### src/rtl/bias_ctrl_pkg.sv
// Shared types and constants for the bias update controller.
// FSM encoding, batch counter width and saturation limits.
package bias_ctrl_pkg;

  localparam int DATA_W = 32;
  localparam int CNT_W  = 8;

  localparam logic [1:0] ST_IDLE = 2'd0;
  localparam logic [1:0] ST_ACC  = 2'd1;
  localparam logic [1:0] ST_CALC = 2'd2;
  localparam logic [1:0] ST_OUT  = 2'd3;

  typedef enum logic [1:0] {
    S_IDLE = ST_IDLE,
    S_ACC  = ST_ACC,
    S_CALC = ST_CALC,
    S_OUT  = ST_OUT
  } state_t;

  // Top two bits of a WIDTH+1 result disagree on overflow.
  localparam logic [1:0] OVF_POS = 2'b01;
  localparam logic [1:0] OVF_NEG = 2'b10;

  // Saturation limits expressed as sign bit plus fill bit,
  // so any WIDTH can build {MSB, {WIDTH-1{FILL}}}.
  localparam logic SAT_MAX_MSB  = 1'b0;
  localparam logic SAT_MAX_FILL = 1'b1;
  localparam logic SAT_MIN_MSB  = 1'b1;
  localparam logic SAT_MIN_FILL = 1'b0;

endpackage

### src/rtl/sat_sub.sv
// Saturating signed subtract: y = sat(a - b) at WIDTH bits.
// Ports: a, b (signed WIDTH) in; y (signed WIDTH) out.
module sat_sub
  import bias_ctrl_pkg::*;
#(
  parameter int WIDTH = DATA_W
) (
  input  logic signed [WIDTH-1:0] a,
  input  logic signed [WIDTH-1:0] b,
  output logic signed [WIDTH-1:0] y
);

  localparam logic [WIDTH-1:0] HI =
    {SAT_MAX_MSB, {(WIDTH-1){SAT_MAX_FILL}}};
  localparam logic [WIDTH-1:0] LO =
    {SAT_MIN_MSB, {(WIDTH-1){SAT_MIN_FILL}}};

  logic signed [WIDTH:0] diff;

  assign diff = {a[WIDTH-1], a} - {b[WIDTH-1], b};

  always_comb begin
    y = diff[WIDTH-1:0];
    unique case (diff[WIDTH:WIDTH-1])
      OVF_POS: y = HI;
      OVF_NEG: y = LO;
      default: y = diff[WIDTH-1:0];
    endcase
  end

endmodule

### src/rtl/bias_upd_ctrl.sv
// Batch gradient bias update: drives an external accumulator, then
// emits sat(bias - sum>>>LR_SHIFT). Ports: start/bias_in, d_*, acc_*, upd_*, busy.
module bias_upd_ctrl
  import bias_ctrl_pkg::*;
#(
  parameter int WIDTH    = DATA_W,
  parameter int BATCH    = 8,
  parameter int LR_SHIFT = 4
) (
  input  logic                    clk,
  input  logic                    rst,
  input  logic                    start,
  input  logic signed [WIDTH-1:0] bias_in,
  input  logic                    d_valid,
  input  logic signed [WIDTH-1:0] d_data,
  output logic                    d_ready,
  output logic                    acc_en,
  output logic signed [WIDTH-1:0] acc_i,
  input  logic signed [WIDTH-1:0] acc_o,
  output logic                    upd_valid,
  input  logic                    upd_ready,
  output logic signed [WIDTH-1:0] upd_bias,
  output logic                    busy
);

  localparam logic [CNT_W-1:0] LAST = CNT_W'(BATCH - 1);

  state_t                  state;
  state_t                  state_n;
  logic [CNT_W-1:0]        cnt;
  logic signed [WIDTH-1:0] bias_reg;
  logic signed [WIDTH-1:0] acc_sh;
  logic signed [WIDTH-1:0] sat_y;

  assign acc_sh = acc_o >>> LR_SHIFT;

  sat_sub #(
    .WIDTH(WIDTH)
  ) u_sat (
    .a(bias_reg),
    .b(acc_sh),
    .y(sat_y)
  );

  always_comb begin
    state_n   = state;
    d_ready   = 1'b0;
    acc_en    = 1'b0;
    acc_i     = '0;
    upd_valid = 1'b0;
    busy      = (state != S_IDLE);
    unique case (state)
      S_IDLE: begin
        if (start) state_n = S_ACC;
      end
      S_ACC: begin
        d_ready = 1'b1;
        // First sample loads, later ones add.
        acc_en  = (cnt != '0);
        if (d_valid) begin
          acc_i = d_data;
          if (cnt == LAST) state_n = S_CALC;
        end
      end
      S_CALC: begin
        acc_en  = 1'b1;
        state_n = S_OUT;
      end
      S_OUT: begin
        acc_en    = 1'b1;
        upd_valid = 1'b1;
        if (upd_ready) state_n = S_IDLE;
      end
      default: state_n = S_IDLE;
    endcase
    // Reset is synchronous, but outputs must read idle while it is held.
    if (rst) begin
      state_n   = S_IDLE;
      d_ready   = 1'b0;
      acc_en    = 1'b0;
      acc_i     = '0;
      upd_valid = 1'b0;
      busy      = 1'b0;
    end
  end

  always_ff @(posedge clk) begin
    if (rst) begin
      state    <= S_IDLE;
      cnt      <= '0;
      bias_reg <= '0;
      upd_bias <= '0;
    end else begin
      state <= state_n;
      if (state == S_IDLE && start) begin
        bias_reg <= bias_in;
        cnt      <= '0;
      end
      if (state == S_ACC && d_valid) cnt <= cnt + CNT_W'(1);
      if (state == S_CALC) upd_bias <= sat_y;
    end
  end

endmodule

### config.mk
export PLATFORM = sky130hd
export DESIGN_NAME = bias_upd_ctrl
export DESIGN_NICKNAME = d
export VERILOG_FILES = /design/src/rtl/bias_ctrl_pkg.sv /design/src/rtl/sat_sub.sv /design/src/rtl/bias_upd_ctrl.sv
export SDC_FILE = /design/constraint.sdc
export NUM_CORES = 1
export LEC_CHECK = 0
export ABC_AREA = 0
export CORE_MARGIN = 4
export CORE_UTILIZATION = 46
export DETAILED_ROUTE_END_ITERATION = 12
export PLACE_DENSITY_LB_ADDON = 0.08
export SETUP_SLACK_MARGIN = 0.05
export SLEW_MARGIN = 40
export SYNTH_ARGS = -nofsm -noshare
export SYNTH_HDL_FRONTEND = slang
export SYNTH_SLANG_ARGS = --single-unit
export TNS_END_PERCENT = 10
### constraint.sdc
create_clock -name clk -period 5.39 [get_ports clk]
set_input_delay 0.8085 -clock clk [delete_from_list [all_inputs] [get_ports clk]]
set_output_delay 0.8085 -clock clk [all_outputs]
set_load 0.05 [all_outputs]
Word level (Yosys, flattened, before mapping)
Cells that the tools add are included.
{ "classes": {"n_eq_ne": 10, "mux": 18, "addsub": 2, "n_reduce_logical": 8} }
{ "op_table": {"columns": ["op", "n"], "rows": [
  ["32-bit 2-to-1 mux", 3],
  ["32-bit case mux with 2 select lines", 1],
  ["32-bit by 28-bit subtractor with 33-bit output", 1],
  ["8-bit 2-to-1 mux", 2],
  ["8-bit by 1-bit adder with 8-bit output, second input constant", 1],
  ["8-bit by 3-bit equality test with 1-bit output, second input constant", 1],
  ["2-bit 2-to-1 mux", 4],
  ["2-bit inequality test, second input constant", 4],
  ["2-bit case mux with 4 select lines", 1],
  ["8-bit nonzero test", 1],
  ["2-bit equality test, second input constant", 3],
  ["1-bit 2-to-1 mux", 6],
  ["2-bit by 1-bit equality test with 1-bit output, second input constant", 2],
  ["4-bit AND reduction", 1],
  ["2-bit nonzero test", 2],
  ["1-bit logical AND", 2],
  ["2-bit logical NOT", 1],
  ["1-bit case mux with 2 select lines", 1],
  ["2-bit OR reduction", 1]
]} }
{ "totals": {"reg_bits": 74, "input_bits": 101, "word_cells": 42, "output_inout_bits": 68} }

Longest topological paths before layout
Gate-level depths: netlist of the first run.
{ "logic_depth": {"word_depth": 4, "ltp_mapped": 20, "mapped_depth_nobuf": 19} }

Modules after synthesis
From an unflattened synthesis of the first run, not the netlist that was laid out.
{ "unflattened": {"hier_cells": 705, "hier_area_um2": 5321.4} }
{ "modules_own_cells": {"columns": ["module", "instances", "cells_each", "seq_area_each_um2", "area_per_inst_um2"], "rows": [
  ["bias_upd_ctrl", 1, 364, 1481.4, 3115.5],
  ["sat_sub", 1, 341, 0.0, 2205.9]
]} }

Worst setup path after synthesis of the first run
OpenSTA, ideal clock, no wires.
{ "synth_path": {"kind": "input port to flip-flop", "startpoint": "in acc_o[4]", "endpoint": "reg upd_bias[29]", "slack_ps": 1069, "path_stages": 19, "arrival_ps": 4244, "path_buffers": 2, "required_time_ps": 5312, "setup_time_ps": 78, "cell_sequence": "ha_1 inv_1 fa_1 a21o_1 a221o_1 nand4_1 a21oi_1 nor2_1 o32a_1 a31o_2 ha_1 clkbuf_1 nor2b_1 nand2b_1 clkbuf_1 nor2_1 nor2_1 o211ai_1 nor3_1"} }
{ "synth_between": {"elab_chain_len": 3, "elab_cells_between_ends": 4, "classes_between": "1 x add/sub; 2 x eq/ne; 1 x mux"} }
{ "synth_lines": {"columns": ["item", "line_no", "source"], "rows": [
  ["start, declared", "bias_upd_ctrl.sv:19", "input logic signed [WIDTH-1:0] acc_o,"],
  ["32-bit by 28-bit subtractor with 33-bit output (*)", "sat_sub.sv:20", "assign diff = {a[WIDTH-1], a} - {b[WIDTH-1], b};"],
  ["2-bit equality test / 2-bit by 1-bit equality test with 1-bit output (equally long branches)", "sat_sub.sv:24", "unique case (diff[WIDTH:WIDTH-1])"],
  ["32-bit case mux with 2 select lines (*)", "sat_sub.sv:24", null],
  ["end signal, assigned", "bias_upd_ctrl.sv:100", "if (state == S_CALC) upd_bias <= sat_y;"],
  ["end, declared", "bias_upd_ctrl.sv:22", "output logic signed [WIDTH-1:0] upd_bias,"]
]} }
Mark *: on every way between the ends. The rest lies on a longest branch, timed or not.
A chain may end at the register's enable or synchronous reset.

Final worst setup path of the first run
{ "layout_path": {"startpoint": "in acc_o[8]", "endpoint": "reg upd_bias[30]"} }
Same word-level chain as after synthesis.

==> results of run 1 <==
## worst reg2reg max path, cell delays in order (launching register included)
cell     delay, ns
dfxtp_1       0.33
inv_1         0.05
ha_1          0.18
inv_1         0.07
fa_1          0.20
a21o_1        0.14
a221o_1       0.20
nand4_1       0.14
a21oi_1       0.45
nor2_1        0.14
o32a_1        0.39
a31o_2        0.26
ha_1          0.30
buf_4         0.30
nor2_1        0.11
nor2_1        0.30
buf_4         0.21
o21ai_0       0.09
nor3_1        0.16
## stage by stage
step                setup WS [ns]  utilization  area (µm²)  hold slack, ns  power, W
floorplan                   1.069            -        4890          0.4363  0.001984
global placement           0.5620       0.6388        6595          0.4466  0.002464
detailed placement         0.4264       0.6391        6598          0.4518  0.002504
CTS                        0.7947       0.6591        6804          0.4617  0.002983
global route               0.5268       0.6591        6804          0.4813  0.003171
finish                     0.7392       0.6591        6804          0.4588  0.002964
## kinds of logic after synthesis
family / after synthesis / synth area share
AND/OR/NAND/NOR: 259 / 0.2457
XOR/XNOR: 28 / 0.05015
adder cells (fa/ha/maj): 41 / 0.1064
multiplexers: 4 / 0.008956
AO/OA/AOI/OAI: 175 / 0.2183
buffers and inverters: 82 / 0.06755
flip-flops: 74 / 0.3030
## where the power goes
part           internal (W)  switching [W]  leakage (nW)
logic              0.000620        0.00109          2.15
clock network      0.000268       0.000203         0.105
registers          0.000695      0.0000891         0.604
total               0.00158        0.00138          2.86
## how the worst max path moves through the flow
stage          slack (ns)      endpoint  startpoint  depth (start not counted)
6_report             0.74  upd_bias[30]    acc_o[8]                         17
3_3_place_gp         0.56  upd_bias[29]    acc_o[8]                         17
3_5_place_dp         0.43  upd_bias[30]    acc_o[8]                         17
4_1_cts              0.79  upd_bias[30]    acc_o[8]                         17
5_1_grt              0.53  upd_bias[30]    acc_o[8]                         17
2_1_floorplan        1.07  upd_bias[29]    acc_o[4]                         19
## cells in the final DEF, fill, tap and decap left out, types with 5 or more instances in the layout
master,synthesis,final
a211oi_1,9,9
a21o_1,13,13
a21oi_1,88,88
a31oi_1,7,7
and2_1,35,35
buf_4,1,8
clkbuf_8,0,10
clkdlybuf4s50_1,0,163
dfxtp_1,74,74
ha_1,40,40
inv_1,45,45
nand2_1,98,97
nand2b_1,7,7
nand3_1,8,8
nand4_1,9,9
nor2_1,61,61
nor2b_1,6,6
nor3_1,21,21
o211ai_1,5,5
o21ai_0,29,29
xnor2_1,16,16
xor2_1,12,12
## cell type report
cell class | instances | area share
clock buffers | 11 | 0.02078
clock inverters | 3 | 0.009562
inverters | 45 | 0.02483
multi-input cells | 507 | 0.4527
flip-flops and latches | 74 | 0.2177
well taps | 136 | 0.02501
repair buffers | 172 | 0.2494
## metal layers
| metal | share of wire | vias up | wire length, µm |
|---|---|---|---|
| met5 | 0 | - | 0 |
| met4 | 0.013 | 0 | 187 |
| met3 | 0.066 | 22 | 914 |
| met2 | 0.47 | 161 | 6607 |
| met1 | 0.45 | 2297 | 6244 |
| li1 | - | 2541 | - |
==> metrics.yaml, run 1 <==
status: "complete, no violations"
ys.flop_type: "dfxtp_1"
critical_path.top_delay_family: "compound AO/OA/AOI/OAI gates"
num_vias: 5021
diodes: 0
ios: 169
path_cells: "clkdlybuf4s50_1 > inv_1 > ha_1 > a21o_1 > a221o_1 > nand4_1 > a21oi_1 > nor2_1 > o32a_1 > a31o_2 > ha_1 > buf_4 > nor2_1 > nor2_1 > buf_4 > o21ai_0 > nor3_1"
timing.fmax_mhz: 215.0
cts_inserted_buffers: 9
slowest_delay_ns: 0.48
path_clk_slew_ns: 0.07
synthDistinctLibCells: 55
syn_to_final_growth_pct: 39.15
root_buffer: "clkbuf_8"
die-area_um2: 12340
fp.dieW_um: 111.1
avgRoutedWirePerCell_um: 14.72
seq_area_um2: 1481
reg2reg_to: "upd_bias[30]"
hold_buffers: 0
synth_area_um2: 4890
synth_seq_cells: 74
setup_viol: 0
gp_congestion: 0.8983
leakagePower_nw: 2.855
timing.final.crit_share: 0.8629
grt.overflow.total: 0
antenna_found_initial: 0
nNetsFinal: 951
grtUsageMet2: 0.3770
first_pass_iters: 5
hold_end: "bias_reg[0]"
synthTopCellsByCount: "nand2_1 (98), a21oi_1 (88), dfxtp_1 (74)"
worst-path-buf-inv: 4
dp_cells: 934
power_density_nw_per_um2: 435.6
nFillCells: 903
reg2reg_from: "bias_reg[0]"
multiInputGateArea_um2: 3080
crit_path_frequent_cell: "nor2_1"
cts_buffer_depth: 2
die_h_um: 111.1
worst-path-max-fanout: 26
cts_sinks: 74
peakVddDrop_mv: 0.3804
postRouteAntennaNets: 0
worstHoldStart: "bias_reg[0]"
drv_cap: 0
drive_gt1_frac: 0.04187
cts_tree: "done"
worst_pin_slew_ns: 0.7208
grt_pass1_wl_mm: 23.07
drt_iter0_markers: 324
drc: 0
ys_async_sr_fraction: 0
reg2reg_depth: 18
holdPathStages: 2
finalHoldViolCount: 0
worstSetupStartpointType: "primary input"
cts_setup_buffers: 0
netlist_instances: 663
num_rows: 37
io_buffer_count: 164
fin_worst_skew_ns: 0.009364
yosysSeqAreaShare: 0.3030
yosys.area.top_type_share: 0.3030
grt_usage: 0.2232
grt_pass1_vias: 4859
slowest_stage: "clkdlybuf4s50_1"
maxSlewViolCount: 0
grt_busiest_layer: "met2"
worst-setup-path-type: "in -> reg"
dpl.hpwl_mm: 10.63
use_met1: 0.2816
synth_edf_count: 0
rsz0062_at_grt: "no"
clock_latency_ns: 0.36
coreArea_um2: 10320
fin_cells: 948
routed_wl_mm: 13.95
slew_headroom: 0.5194
crit_path_end_kind: "register"
grt_max_degree: 70
critPathArrivalTime_ns: 4.93
cts_resized: 0
yosysMostFrequentCell: "nand2_1"
finalSetupTns_ns: 0
yosysTopAreaCell: "dfxtp_1"
grtUsageMet3: 0.06714
syn_avg_cell_area_um2: 7.375
via_per_inst: 5.296
htreeDepth: 3
min_period_ns: 4.651
ys_warn_count: 0
initial_core_util: 0.4736
ff2ff_setup_slack_ns: 1.30
synth_top_cells_by_area: "dfxtp_1 (30%), ha_1 (10%), a21oi_1 (9.0%)"
synthesis.nets: 805
hold_class: "reg -> reg"
crit_required_ns: 5.67
Power figures use the tool's default switching activity.
==> inputs of run 2 (changes only) <==
CORE_UTILIZATION = 58   (was 46)
DONT_BUFFER_PORTS = 1   (was default)
SLEW_MARGIN = 0   (was 40)
==> run 2 against run 1 <==
  * Routed wire length is 13% lower
  * Via count is 14% lower
  * Clock skew is 0.0029 ns lower
  * Global-route usage is 1.9 points higher
  * Utilization is 3.6 points lower
  * Clock power is 1% higher
  * Critical path depth is 1 higher
  * Design area is 25% lower
  * First-iteration DRC count is 45% lower
  * Setup slack better by 0.27 ns
  * Sequential power is 42% higher
  * Largest cell class unchanged
  * Largest power group is now registers
==> metrics.yaml, run 2 (synthesized netlist as in run 1, its figures left out) <==
diodes: 0
netSwitchingPower_w: 0.001330
peakVddDrop_mv: 0.2167
cts_sinks: 74
setup_viol: 0
grt_pass1_vias: 4242
p_seq_frac: 0.413
p_int_w: 0.001352
leakagePower_nw: 2.236
path_clk_slew_ns: 0.07
coreArea_um2: 8217
holdPathStages: 2
die_h_um: 99.82
io_buffer_count: 0
reg2reg_depth: 19
ff2ff_setup_slack_ns: 1.11
grt.overflow.total: 0
hold_end: "bias_reg[12]"
grt_usage: 0.2426
placed_area_um2: 4905
min_period_ns: 4.381
fin_cells: 753
maxSlewViolCount: 0
cts_tree: "done"
rsz0062_at_grt: "no"
finalHoldViolCount: 0
timing.final.crit_share: 0.8128
crit_path_end_kind: "register"
drc: 0
dpl.hpwl_mm: 9.133
initial_core_util: 0.5951
critPathArrivalTime_ns: 4.66
hold_buffers: 0
dp_cells: 737
netSwitchingFraction: 0.4959
wl_met2_mm: 5.637
slew_headroom: 0.1993
mostFrequentLayoutCell: "nand2_1"
grt_max_degree: 71
worst-setup-path-type: "in -> reg"
crit_required_ns: 5.66
combPwrFrac: 0.409
drive_gt1_frac: 0.04475
post-route-cell-area_um2: 5117
avgRoutedWirePerCell_um: 16.19
htreeDepth: 3
fin_worst_skew_ns: 0.006497
timing.fmax_mhz: 228.2
ios: 169
worstHoldStart: "bias_reg[12]"
grt_pass1_wl_mm: 19.86
drv_cap: 0
num_vias: 4338
worstSetupStartpointType: "primary input"
nNetsFinal: 785
antenna_found_initial: 0
first_pass_iters: 5
cts_buffer_depth: 2
postRouteAntennaNets: 0
drt_iter0_markers: 177
reg2reg_from: "bias_reg[0]"
hold_class: "reg -> reg"
drt-met1-wl_mm: 5.490
gp_congestion: 0.8367
worst_pin_slew_ns: 1.198
cp-startpoint: "acc_o[4]"
root_buffer: "clkbuf_8"
status: "complete, no violations"
num_rows: 33
worst-path-max-fanout: 10
fp.dieW_um: 99.82
die-area_um2: 9963
top_layer_used: "met4"
wl_met3_um: 844
power.clock.fraction: 0.178
clock_latency_ns: 0.35
via_per_inst: 5.761
layout_common_cells: "nand2_1 (98), a21oi_1 (88), dfxtp_1 (74)"
syn_to_final_growth_pct: 4.657
reg2reg_to: "upd_bias[28]"
power_density_nw_per_um2: 524.1
routed_wl_mm: 12.19
cts_resized: 0
cts_inserted_buffers: 9
cts_setup_buffers: 0
finalSetupTns_ns: 0
==> run 2: changes by cell type in the layout (fill, tap and decap cells not counted) <==
cell | previous run | this run
buf_2 | 1 | 0
clkbuf_1 | 1 | 4
clkinv_2 | 1 | 0
nand2_1 | 97 | 98
nand2_2 | 1 | 0
clkdlybuf4s50_1 | 163 | 0
buf_4 | 8 | 6
==> run 2: stage by stage <==
| step | hold WS, ns | power (W) | util | worst slack (ns) |
|---|---|---|---|---|
| after CTS | 0.4587 | 0.002697 | 0.6228 | 1.025 |
| after detailed placement | 0.4477 | 0.002215 | 0.5969 | 0.7003 |
| after global placement | 0.4393 | 0.002184 | 0.5969 | 0.7613 |
| after floorplan | 0.4363 | 0.001984 | - | 1.069 |
| after global routing | 0.4794 | 0.002875 | 0.6228 | 0.6181 |
| final | 0.4553 | 0.002682 | 0.6228 | 1.009 |
==> run 2: worst max path at each step <==
stage,cells past startpoint,to,slack [ns]
after CTS,18,upd_bias[28],1.03
after global routing,18,upd_bias[26],0.62
after detailed placement,18,upd_bias[28],0.70
after global placement,18,upd_bias[30],0.76
final,18,upd_bias[28],1.01
after floorplan,19,upd_bias[29],1.07
==> run 2: critical path, cell delays in order <==
cell,delay [ns]
ha_1,0.19
inv_1,0.07
fa_1,0.20
a21o_1,0.15
a221o_1,0.21
nand4_1,0.14
a21oi_1,0.38
nor2_1,0.14
o32a_1,0.38
a31o_2,0.25
ha_1,0.28
nor2b_1,0.12
buf_4,0.16
nand2b_1,0.13
nor2_1,0.06
nor2_1,0.59
o21ai_0,0.22
a21oi_1,0.16
==> run 2: cell type report <==
class | instances | area, µm²
well taps | 105 | 131.4
fillers | 786 | 3099
clock inverters | 2 | 60.06
flip-flops and latches | 74 | 1481
clock buffers | 14 | 152.6
repair buffers | 6 | 45.04
multi-input cells | 507 | 3078
inverters | 45 | 168.9
==> run 2: power groups by stage <==
stage	Combinational, W	Sequential (W)	Clock (W)
floorplan	0.000899	0.00108	0
global placement	0.00106	0.00112	0
detailed placement	0.00109	0.00112	0
CTS	0.00110	0.00111	0.000487
global route	0.00125	0.00113	0.000503
finish	0.00110	0.00111	0.000478
==> run 2: per-layer routing <==
| metal | global-route usage | up-vias |
|---|---|---|
| li1 | - | 2214 |
| met1 | 0.3362 | 1975 |
| met2 | 0.3812 | 131 |
| met3 | 0.04934 | 18 |
| met4 | 0.07353 | 0 |
| met5 | 0 | - |
